File: config.mk
export PLATFORM = sky130hd
export DESIGN_NAME = instr_fetch_ctrl_flat
export DESIGN_NICKNAME = d
export VERILOG_FILES = /design/src/rtl/instr_fetch_ctrl_if.sv /design/src/rtl/instr_fetch_ctrl.sv /design/src/flat_wrapper.sv
export SDC_FILE = /design/constraint.sdc
export NUM_CORES = 1
export LEC_CHECK = 0
export BUFFER_PORTS_ARGS = -buffer_cell sky130_fd_sc_hd__clkbuf_2
export CELL_PAD_IN_SITES_DETAIL_PLACEMENT = 0
export CELL_PAD_IN_SITES_GLOBAL_PLACEMENT = 1
export CORE_UTILIZATION = 36
export CTS_CLUSTER_DIAMETER = 50
export CTS_CLUSTER_SIZE = 25
export DETAILED_ROUTE_END_ITERATION = 16
export GPL_TIMING_DRIVEN = 0
export PLACE_DENSITY_LB_ADDON = 0.1
export SYNTH_ARGS = -nofsm -noshare
export SYNTH_HDL_FRONTEND = slang
export SYNTH_SLANG_ARGS = --single-unit
File: constraint.sdc
create_clock -name clk -period 3.1 [get_ports clk]
set_input_delay 0.465 -clock clk [delete_from_list [all_inputs] [get_ports clk]]
set_output_delay 0.465 -clock clk [all_outputs]
set_load 0.005 [all_outputs]
File: src/rtl/instr_fetch_ctrl_if.sv
// Fetch-side bus of instr_fetch_ctrl: ROM address/data plus the decode handshake.
// The master modport is the fetch controller; the slave modport is the ROM/decode side.
`timescale 1ns/1ps
interface instr_fetch_ctrl_if #(
  parameter int unsigned ADDR_W = 4,
  parameter int unsigned INST_W = 16
);
  logic [ADDR_W-1:0] rom_addr;
  logic [INST_W-1:0] rom_inst;
  logic [INST_W-1:0] ir;
  logic [ADDR_W-1:0] ir_pc;
  logic              ir_valid;
  logic              ir_ready;
  logic              br_cond;
  logic              halt;

  modport master (
    output rom_addr, ir, ir_pc, ir_valid,
    input  rom_inst, ir_ready, br_cond, halt
  );

  modport slave (
    input  rom_addr, ir, ir_pc, ir_valid,
    output rom_inst, ir_ready, br_cond, halt
  );
endinterface

File: src/rtl/instr_fetch_ctrl.sv
// Fetch sequencer: owns the PC, latches ROM words into IR and issues them to decode.
// Optional retired-instruction counter enabled by defining INSTR_COUNT_EN.
`timescale 1ns/1ps
module instr_fetch_ctrl #(
  parameter int unsigned      ADDR_W   = 4,
  parameter int unsigned      INST_W   = 16,
  parameter logic [ADDR_W-1:0] RESET_PC = '0
) (
  input  logic                clk,
  input  logic                rst_n,
  input  logic                start,
  instr_fetch_ctrl_if.master  bus,
  output logic                halted,
  output logic [15:0]         retired_cnt
);

  typedef enum logic [1:0] {
    S_IDLE,
    S_FETCH,
    S_ISSUE,
    S_HALTED
  } state_t;

  localparam logic [3:0] OP_JMP = 4'b1000;
  localparam logic [3:0] OP_BR  = 4'b1100;

  state_t              state_q, state_d;
  logic [ADDR_W-1:0]   pc_q, pc_d;
  logic [INST_W-1:0]   ir_q, ir_d;
  logic [ADDR_W-1:0]   ir_pc_q, ir_pc_d;

  logic                handshake;
  logic [3:0]          opcode;
  logic                take;
  logic [ADDR_W-1:0]   target;
  logic [ADDR_W-1:0]   seq_pc;

  // ir_valid is decoded straight from the state so reset drops it asynchronously.
  assign handshake    = (state_q == S_ISSUE) && bus.ir_ready;
  assign opcode       = ir_q[15:12];
  assign target       = ADDR_W'(ir_q[11:8]);
  assign seq_pc       = ir_pc_q + ADDR_W'(1);
  assign take         = (opcode == OP_JMP) || ((opcode == OP_BR) && bus.br_cond);

  assign bus.rom_addr = pc_q;
  assign bus.ir       = ir_q;
  assign bus.ir_pc    = ir_pc_q;
  assign bus.ir_valid = (state_q == S_ISSUE);
  assign halted       = (state_q == S_HALTED);

  always_comb begin
    state_d = state_q;
    pc_d    = pc_q;
    ir_d    = ir_q;
    ir_pc_d = ir_pc_q;
    unique case (state_q)
      S_IDLE, S_HALTED: begin
        if (start) begin
          state_d = S_FETCH;
          pc_d    = RESET_PC;
        end
      end
      S_FETCH: begin
        ir_d    = bus.rom_inst;
        ir_pc_d = pc_q;
        state_d = S_ISSUE;
      end
      S_ISSUE: begin
        if (handshake) begin
          pc_d    = take ? target : seq_pc;
          state_d = bus.halt ? S_HALTED : S_FETCH;
        end
      end
      default: state_d = S_IDLE;
    endcase
  end

  always_ff @(posedge clk or negedge rst_n) begin
    if (!rst_n) begin
      state_q <= S_IDLE;
      pc_q    <= RESET_PC;
      ir_q    <= '0;
      ir_pc_q <= '0;
    end else begin
      state_q <= state_d;
      pc_q    <= pc_d;
      ir_q    <= ir_d;
      ir_pc_q <= ir_pc_d;
    end
  end

`ifdef INSTR_COUNT_EN
  logic [15:0] cnt_q, cnt_d;

  // Saturating count of accepted instructions; only reset clears it.
  always_comb begin
    cnt_d = cnt_q;
    if (handshake && (cnt_q != '1)) begin
      cnt_d = cnt_q + 16'd1;
    end
  end

  always_ff @(posedge clk or negedge rst_n) begin
    if (!rst_n) begin
      cnt_q <= '0;
    end else begin
      cnt_q <= cnt_d;
    end
  end

  assign retired_cnt = cnt_q;
`else
  assign retired_cnt = '0;
`endif

endmodule

File: src/flat_wrapper.sv
// flat-port wrapper written by rule: the top's interface ports become plain ports
module instr_fetch_ctrl_flat 
#(
  parameter int unsigned      ADDR_W   = 4,
  parameter int unsigned      INST_W   = 16,
  parameter logic [ADDR_W-1:0] RESET_PC = '0
)
  (clk, rst_n, start, halted, retired_cnt, bus_rom_addr, bus_ir, bus_ir_pc, bus_ir_valid, bus_rom_inst, bus_ir_ready, bus_br_cond, bus_halt);
  instr_fetch_ctrl_if #(.ADDR_W(ADDR_W), .INST_W(INST_W)) bus_i ();
  input  logic clk;
  input  logic rst_n;
  input  logic start;
  output logic halted;
  output logic [15:0] retired_cnt;
  output wire logic [$bits(bus_i.rom_addr)-1:0] bus_rom_addr;
  output wire logic [$bits(bus_i.ir)-1:0] bus_ir;
  output wire logic [$bits(bus_i.ir_pc)-1:0] bus_ir_pc;
  output wire logic [$bits(bus_i.ir_valid)-1:0] bus_ir_valid;
  input wire logic [$bits(bus_i.rom_inst)-1:0] bus_rom_inst;
  input wire logic [$bits(bus_i.ir_ready)-1:0] bus_ir_ready;
  input wire logic [$bits(bus_i.br_cond)-1:0] bus_br_cond;
  input wire logic [$bits(bus_i.halt)-1:0] bus_halt;
  assign bus_rom_addr = bus_i.rom_addr;
  assign bus_ir = bus_i.ir;
  assign bus_ir_pc = bus_i.ir_pc;
  assign bus_ir_valid = bus_i.ir_valid;
  assign bus_i.rom_inst = bus_rom_inst;
  assign bus_i.ir_ready = bus_ir_ready;
  assign bus_i.br_cond = bus_br_cond;
  assign bus_i.halt = bus_halt;
  instr_fetch_ctrl #(.ADDR_W(ADDR_W), .INST_W(INST_W), .RESET_PC(RESET_PC)) u_core (.clk(clk), .rst_n(rst_n), .start(start), .bus(bus_i), .halted(halted), .retired_cnt(retired_cnt));
endmodule
==> results of run 1 <==
[power by group through the flow]
stage | Sequential [mW] | Clock, mW | Combinational [mW]
floorplan | 0.585 | 0 | 0.399
global placement | 0.579 | 0 | 0.616
detailed placement | 0.588 | 0 | 0.633
CTS | 0.580 | 0.178 | 0.633
global route | 0.601 | 0.190 | 0.701
finish | 0.577 | 0.170 | 0.618
[layout by cell type (no fill, tap or decap), types with 3 or more instances in the layout]
cell type  count
buf_4         18
clkbuf_2      47
clkbuf_4       3
conb_1        16
dfrtp_1       26
ha_1           5
inv_1          3
mux2_2        19
mux2i_1        4
nand2_1        3
o2bb2ai_1      4
[worst paths after layout]
| path | start | end | slack, ns | cells past startpoint |
|---|---|---|---|---|
| max | u_core.state_q[0] | bus_ir_valid | 1.37 | 3 |
| min | rst_n | u_core.bus.ir[2] | 0.15 | 1 |
| max reg2reg | u_core.state_q[0] | u_core.bus.rom_addr[0] | 1.60 | 6 |
| min reg2reg | u_core.bus.ir[2] | u_core.bus.ir[2] | 0.52 | 1 |
| max in group asynchronous | rst_n | u_core.bus.ir_pc[0] | 2.54 | 1 |
| min in group clk | bus_rom_inst[1] | u_core.bus.ir[1] | 0.37 | 2 |
[sequential cells by signal, summed over array words and instances (netlist names)]
| name | count |
|---|---|
| u_core.bus.rom_addr | 4 |
| u_core.bus.ir_pc | 4 |
| u_core.state_q | 2 |
| u_core.bus.ir | 16 |
[cell type report]
cell class | count | area (um2)
fill | 342 | 1708
sequential | 26 | 650.6
multi-input combinational | 66 | 525.5
timing repair buffer | 47 | 235.2
buffer | 18 | 135.1
tap | 46 | 57.56
clock buffer | 4 | 36.28
inverter | 4 | 15.01
[critical path, stage by stage (launching register included)]
cell	delay, ns
dfrtp_1	0.46
inv_1	0.08
ha_1	0.27
clkbuf_2	0.15
[synthesized netlist by cell type]
cell type / number
o21ai_2: 1
buf_4: 18
inv_2: 1
nand3_2: 1
xnor2_1: 1
o2bb2ai_1: 4
mux2_2: 19
nand2b_1: 1
a21oi_1: 1
ha_1: 5
nand2b_2: 1
nand3_1: 2
nor2_1: 2
conb_1: 1
nand2_1: 3
xor2_1: 1
inv_1: 3
mux2i_1: 4
o21ai_0: 2
o31ai_1: 1
o21bai_2: 1
dfrtp_1: 26
[through the flow]
step	total power, mW	utilization [%]	instance area, um2	worst slack, ns	hold slack [ns]
finish	1.365	49.22	1655	1.366	0.1456
global route	1.492	49.22	1655	1.260	0.1751
CTS	1.391	49.22	1655	1.344	0.1633
detailed placement	1.221	48.14	1619	1.599	0.4947
global placement	1.194	48.14	1619	1.636	0.4888
floorplan	0.9836	-	1326	1.739	0.1694
[per-layer routing]
layer | vias up | track usage [%] | share of wire, % | routed length (um)
li1 | 440 | - | - | -
met1 | 425 | 17.32 | 45 | 1048
met2 | 32 | 22.98 | 49 | 1150
met3 | 2 | 1.891 | 5.5 | 129
met4 | 0 | 6.667 | 0.94 | 22
met5 | - | 0 | 0 | 0
[cells by family (layout without fill, tap and decap cells)]
kind of cell	after synthesis	in the layout	synth area share [%]
adders and majority gates	5	5	4.926
buffers and inverters	22	73	11.82
xor gates and xnor gates	2	2	1.380
other	1	16	0.2953
DFF	26	26	51.23
AOI/OAI and AO/OA	10	10	6.108
and+or+nand+nor	10	10	4.237
muxes	23	23	20.00
==> summary.txt, run 1 <==
Synth
  – Yosys top cell area share: 51.23%
  – Area leader, netlist: dfrtp_1
  – Synth warnings: 0
  – Largest cells by area after synthesis: dfrtp_1 (51%), mux2_2 (17%), buf_4 (11%)
  – Post-Syn Area: 0.001270 mm2
  – Distinct cell type count of the synthesized netlist: 22
  – #FFs+latches synth: 26
  – Post-Syn Instances: 99
  – Syn Area/Cell: 12.83 um2
  – Seq/Total Area, Yosys: 51.23%

Drt
  – Drt total wl: 2351 um
  – Final ANT Viol Nets: 0
  – Vias per cell: 4.261
  – Drt wl/cell: 11.14 um
  – DR iter-0 viols: 6
  – Drt pass-1 iters: 4
  – Total number of vias: 899
  – Residual DRC: 0

Die
  – # IOs: 64
  – Full die area: 0.003769 mm2
  – Initial core utilization: 37.76%
  – Row count: 21
  – Vert. Die Dim: 61.40 um
  – Die width: 61.40 um
  – Core area: 0.003363 mm2

Pwr
  – Switching Power: 0.4676 mW
  – Clock power frac: 12.4%
  – Worst vdd ir: 0.4431 mV
  – Sequential power share: 42.3%
  – Internal power: 0.8975 mW
  – Share of total power in combinational logic: 45.3%
  – P_leak: 0.9044 nW
  – Net Sw Frac: 34.26%
  – Power Density: 824.7 mW/mm2

Worst setup path
  – Critical path launch point type: flip-flop
  – Worst-path fanout max: 5
  – CP Capture Type: output pin
  – CP required: 2.63 ns
  – Arr. time, crit path: 1.27 ns
  – Setup Crit Path Kind: flip-flop to output pin

Clock network
  – Clock Pin Slew Worst Setup and Hold Paths: 0.14 ns
  – # resized after CTS: 0
  – CTS tree: yes
  – CTS root buf: clkbuf_4
  – TritonCTS Buffers: 3
  – Hold-fix buffers, CTS: 0
  – Post CTS Setup Buffer Count: 0
  – Sink Count: 26
  – Clock buffer depth: 2
  – Htree depth: 1
  – Clk Latency, worst-skew pair: 0.31 ns

Timing
  – RSZ-0062 raised after global routing: no
  – Count of final hold-check violations: 0
  – Fmax: 576.6 MHz
  – Worst-case clock skew: 0.001954 ns
  – Worst slew margin: 56.80%
  – Max Slew Vio Count: 0
  – Final Cycle Share: 55.94%
  – Final min period: 1.734 ns
  – Worst slew pin tran: 0.6480 ns
  – Setup Viol. Count Final: 0
  – Fin Setup TNS: 0 ns

Run
  – Max-Cap Viols: 0

Layout
  – Layout area overhead: 30.35%
  – Layout cells sized above 1: 56.36%
  – N_diodes: 0
  – Nets: 193
  – Cell Count, Final, Fillers Out: 211

Hold path
  – Worst Hold Class: input port to asynchronous set/reset pin

Global routing
  – Global route total overflow: 0
  – GR Util All Layers: 13.64%
  – Vias in the first global route: 786
  – Largest net degree at the start of global routing: 27
  – First-pass GRT wire length: 3663 um
  – Initial antenna violation count: 0

Outcome
  – Status: complete, no violations

Place
  – Post-DP HPWL: 1836 um
  – Placed insts: 207
  – PortBufs: 47
  – GP Congestion: 0.6632
(Power assumes the default switching activity.)
==> run 2, diff against run 1 <==
ABC_AREA = 1   (was unset)
CORE_UTILIZATION = 29   (was 36)
clock period = 1.55 ns   (was 3.1 ns; I/O delays follow)
==> summary.txt, run 2 <==
Place
  – Placed insts: 273 (+32%)
  – GP Congestion: 0.7587 (+14%)
  – DP Area: 0.001679 mm2 (+3.7%)
  – PortBufs: 47 (unchanged)
  – Post-DP HPWL: 2326 um (+27%)

Die
  – Vert. Die Dim: 69.53 um (+13%)
  – Core area: 0.004354 mm2 (+29%)
  – Die width: 69.53 um (+13%)
  – Full die area: 0.004834 mm2 (+28%)
  – # IOs: 64 (unchanged)
  – Initial core utilization: 30.37% (-7.4 points)
  – Row count: 24 (+14%)

Synth
  – Post-Syn Instances: 159 (+61%)
  – Distinct cell type count of the synthesized netlist: 18 (-18%)
  – Synth warnings: 0 (unchanged)
  – Commonest cells post-synth: nand2_1 (67), dfrtp_1 (26), buf_4 (18)
  – Yosys top cell area share: 49.20% (-2.0 points)
  – Seq/Total Area, Yosys: 49.20% (-2.0 points)
  – Post-Syn Area: 0.001323 mm2 (+4.1%)
  – Syn Area/Cell: 8.318 um2 (-35%)
  – #FFs+latches synth: 26 (unchanged)
  – EDFF count, synth: 0 (unchanged)
  – Largest cells by area after synthesis: dfrtp_1 (49%), nand2_1 (19%), buf_4 (10%)
  – Post-synth ARST share: 100.0% (unchanged)
  – Area leader, netlist: dfrtp_1
  – Most frequent cell after synthesis: nand2_1
  – Main synth FF type: dfrtp_1

Layout
  – Most common cell after layout, fill and taps aside: nand2_1
  – Layout area overhead: 31.13%
  – Layout cells sized above 1: 34.22% (-22 points)
  – N_diodes: 0 (unchanged)
  – Cell Count, Final, Fillers Out: 277 (+31%)
  – Most frequent cells in the layout: nand2_1 (67), clkbuf_2 (47), dfrtp_1 (26), buf_4 (18), conb_1 (16)
  – Nets: 253 (+31%)
  – Fin area: 0.001734 mm2 (+4.8%)
  – Max FFs per register: 16 (unchanged)

Worst setup path
  – Critical path launch point type: flip-flop
  – WP buf/inv: 2 (unchanged)
  – CP Capture Type: output pin
  – Worst path max stage delay: 0.44 ns (-0.02 ns)
  – Top delay family on crit path: flip-flops
  – Cells on worst reg2reg path: 8 (+2)
  – CP required: 1.32 ns (-1.31 ns)
  – Worst path slowest cell: dfrtp_1
  – R2r endpoint: u_core.bus.rom_addr[0]
  – Setup Crit Path Kind: flip-flop to output pin
  – Worst r2r src: u_core.state_q[0]
  – Worst-path fanout max: 5 (unchanged)
  – Worst R2R Setup Slack: 0.16 ns (-1.44 ns)
  – Arr. time, crit path: 1.17 ns (-0.10 ns)
  – Critical Path, Cell by Cell: inv_1, ha_1, clkbuf_2

Clock network
  – Sink Count: 26 (unchanged)
  – Clock Pin Slew Worst Setup and Hold Paths: 0.09 ns (-0.05 ns)
  – Clock buffer depth: 2 (unchanged)
  – CTS root buf: clkbuf_8
  – CTS tree: yes
  – Htree depth: 1 (unchanged)
  – Clk Latency, worst-skew pair: 0.27 ns (-0.04 ns)
  – Post CTS Setup Buffer Count: 0 (unchanged)
  – Hold-fix buffers, CTS: 0 (unchanged)
  – # resized after CTS: 0 (unchanged)
  – TritonCTS Buffers: 3 (unchanged)

Pwr
  – Power Density: 1752 mW/mm2 (+110%)
  – Design Power: 3.038 mW (+120%)
  – P_leak: 1.051 nW (+16%)
  – Worst vdd ir: 0.6790 mV (+53%)

Timing
  – Fin Setup TNS: 0 ns (unchanged)
  – Final min period: 1.407 ns
  – Setup Viol. Count Final: 0 (unchanged)
  – Worst-case clock skew: 0.004682 ns (+0.002728 ns)
  – Worst slew margin: 55.51% (-1.3 points)
  – Hold slack final: -0.02376 ns (-0.1694 ns)
  – Max Slew Vio Count: 0 (unchanged)
  – Final Cycle Share: 90.75%
  – Worst slew pin tran: 0.6673 ns (+0.01934 ns)
  – Fmax: 710.9 MHz
  – RSZ-0062 raised after global routing: no
  – Count of final hold-check violations: 26 (+26)

Outcome
  – Status: finished with violations
  – Violations in the final reports: negative hold slack

Drt
  – Vias per cell: 4.148 (-2.6%)
  – Residual DRC: 0 (unchanged)
  – Total number of vias: 1149 (+28%)
  – DR iter-0 viols: 44 (+38)
  – Drt total wl: 3031 um (+29%)
  – Drt wl/cell: 10.94 um (-1.8%)
  – Drt pass-1 iters: 4 (unchanged)
  – Final ANT Viol Nets: 0 (unchanged)

Global routing
  – Global route total overflow: 0 (unchanged)
  – GR Util All Layers: 13.14% (-0.51 points)
  – Largest net degree at the start of global routing: 27 (unchanged)
  – Initial antenna violation count: 0 (unchanged)
  – Vias in the first global route: 1082 (+38%)
  – First-pass GRT wire length: 5078 um (+39%)

Run
  – Max-Cap Viols: 0 (unchanged)

Hold path
  – Worst Hold Class: input port to asynchronous set/reset pin
## run 2: cell types whose count changed in the layout (fill, tap and decap cells not counted), moves of 3 or more
cell,previous run,this run
nand3_1,2,7
nand2_1,3,67
o21ai_0,2,6
clkbuf_8,1,4
o2bb2ai_1,4,0
clkbuf_4,3,0
inv_1,3,13
mux2i_1,4,0
mux2_2,19,0
nand4_1,0,5
## run 2: final cells by class
cell class	count	area (um2)
fill	475	2620
timing repair buffer	47	235.2
tap	52	65.06
clock buffer	4	55.05
multi-input combinational	113	526.8
buffer	20	145.1
inverter	15	56.30
sequential	26	650.6
## run 2: metrics by stage
step                utilization, %  setup slack [ns]
floorplan                        -            0.3009
global placement             38.56            0.1993
detailed placement           38.56            0.1848
CTS                          39.83            0.1321
global route                 39.83           0.04627
finish                       39.83            0.1433
## run 2: how the worst max path moves through the flow
| stage | to | cells past startpoint | start |
|---|---|---|---|
| after floorplan | u_core.bus.rom_addr[3] | 8 | u_core.state_q[0] |
| after CTS | bus_ir_valid | 3 | u_core.state_q[0] |
| after detailed placement | u_core.bus.rom_addr[1] | 8 | u_core.state_q[0] |
| after global placement | u_core.bus.rom_addr[0] | 8 | u_core.state_q[0] |
| after global routing | u_core.bus.rom_addr[2] | 8 | u_core.state_q[0] |
| final | bus_ir_valid | 3 | u_core.state_q[0] |
## run 2: kinds of logic after synthesis
logic type	count (synthesis)	synth area share, %
simple gates	82	26.11
fa+ha+maj	5	4.730
buf+inv	35	15.23
compound gates	9	3.784
flops	26	49.20
xor+xnor	1	0.6624
other cells	1	0.2835
## run 2: report_power, final
part           total [mW]  leakage, nW  switching [mW]  internal, mW
Combinational        1.37        0.692           0.795         0.575
Clock               0.448       0.0288           0.220         0.227
Sequential           1.22        0.331           0.248         0.973
## run 2: worst register-to-register path: cells and delay by family (launching register included)
| family | cells | cell delay [ns] |
|---|---|---|
| AOI/OAI and AO/OA | 1 | 0.09 |
| buffers and inverters | 2 | 0.14 |
| DFF | 1 | 0.43 |
| and+or+nand+nor | 4 | 0.30 |
| adders and majority gates | 1 | 0.34 |
## run 2: per-layer routing
layer / track usage, % / wire length (um) / part of all wire, % / vias up
li1: - / - / - / 589
met1: 17.19 / 1422 / 47 / 523
met2: 21.25 / 1424 / 47 / 35
met3: 3.052 / 169 / 5.6 / 2
met4: 4.535 / 14 / 0.46 / 0
met5: 0 / 0 / 0 / -
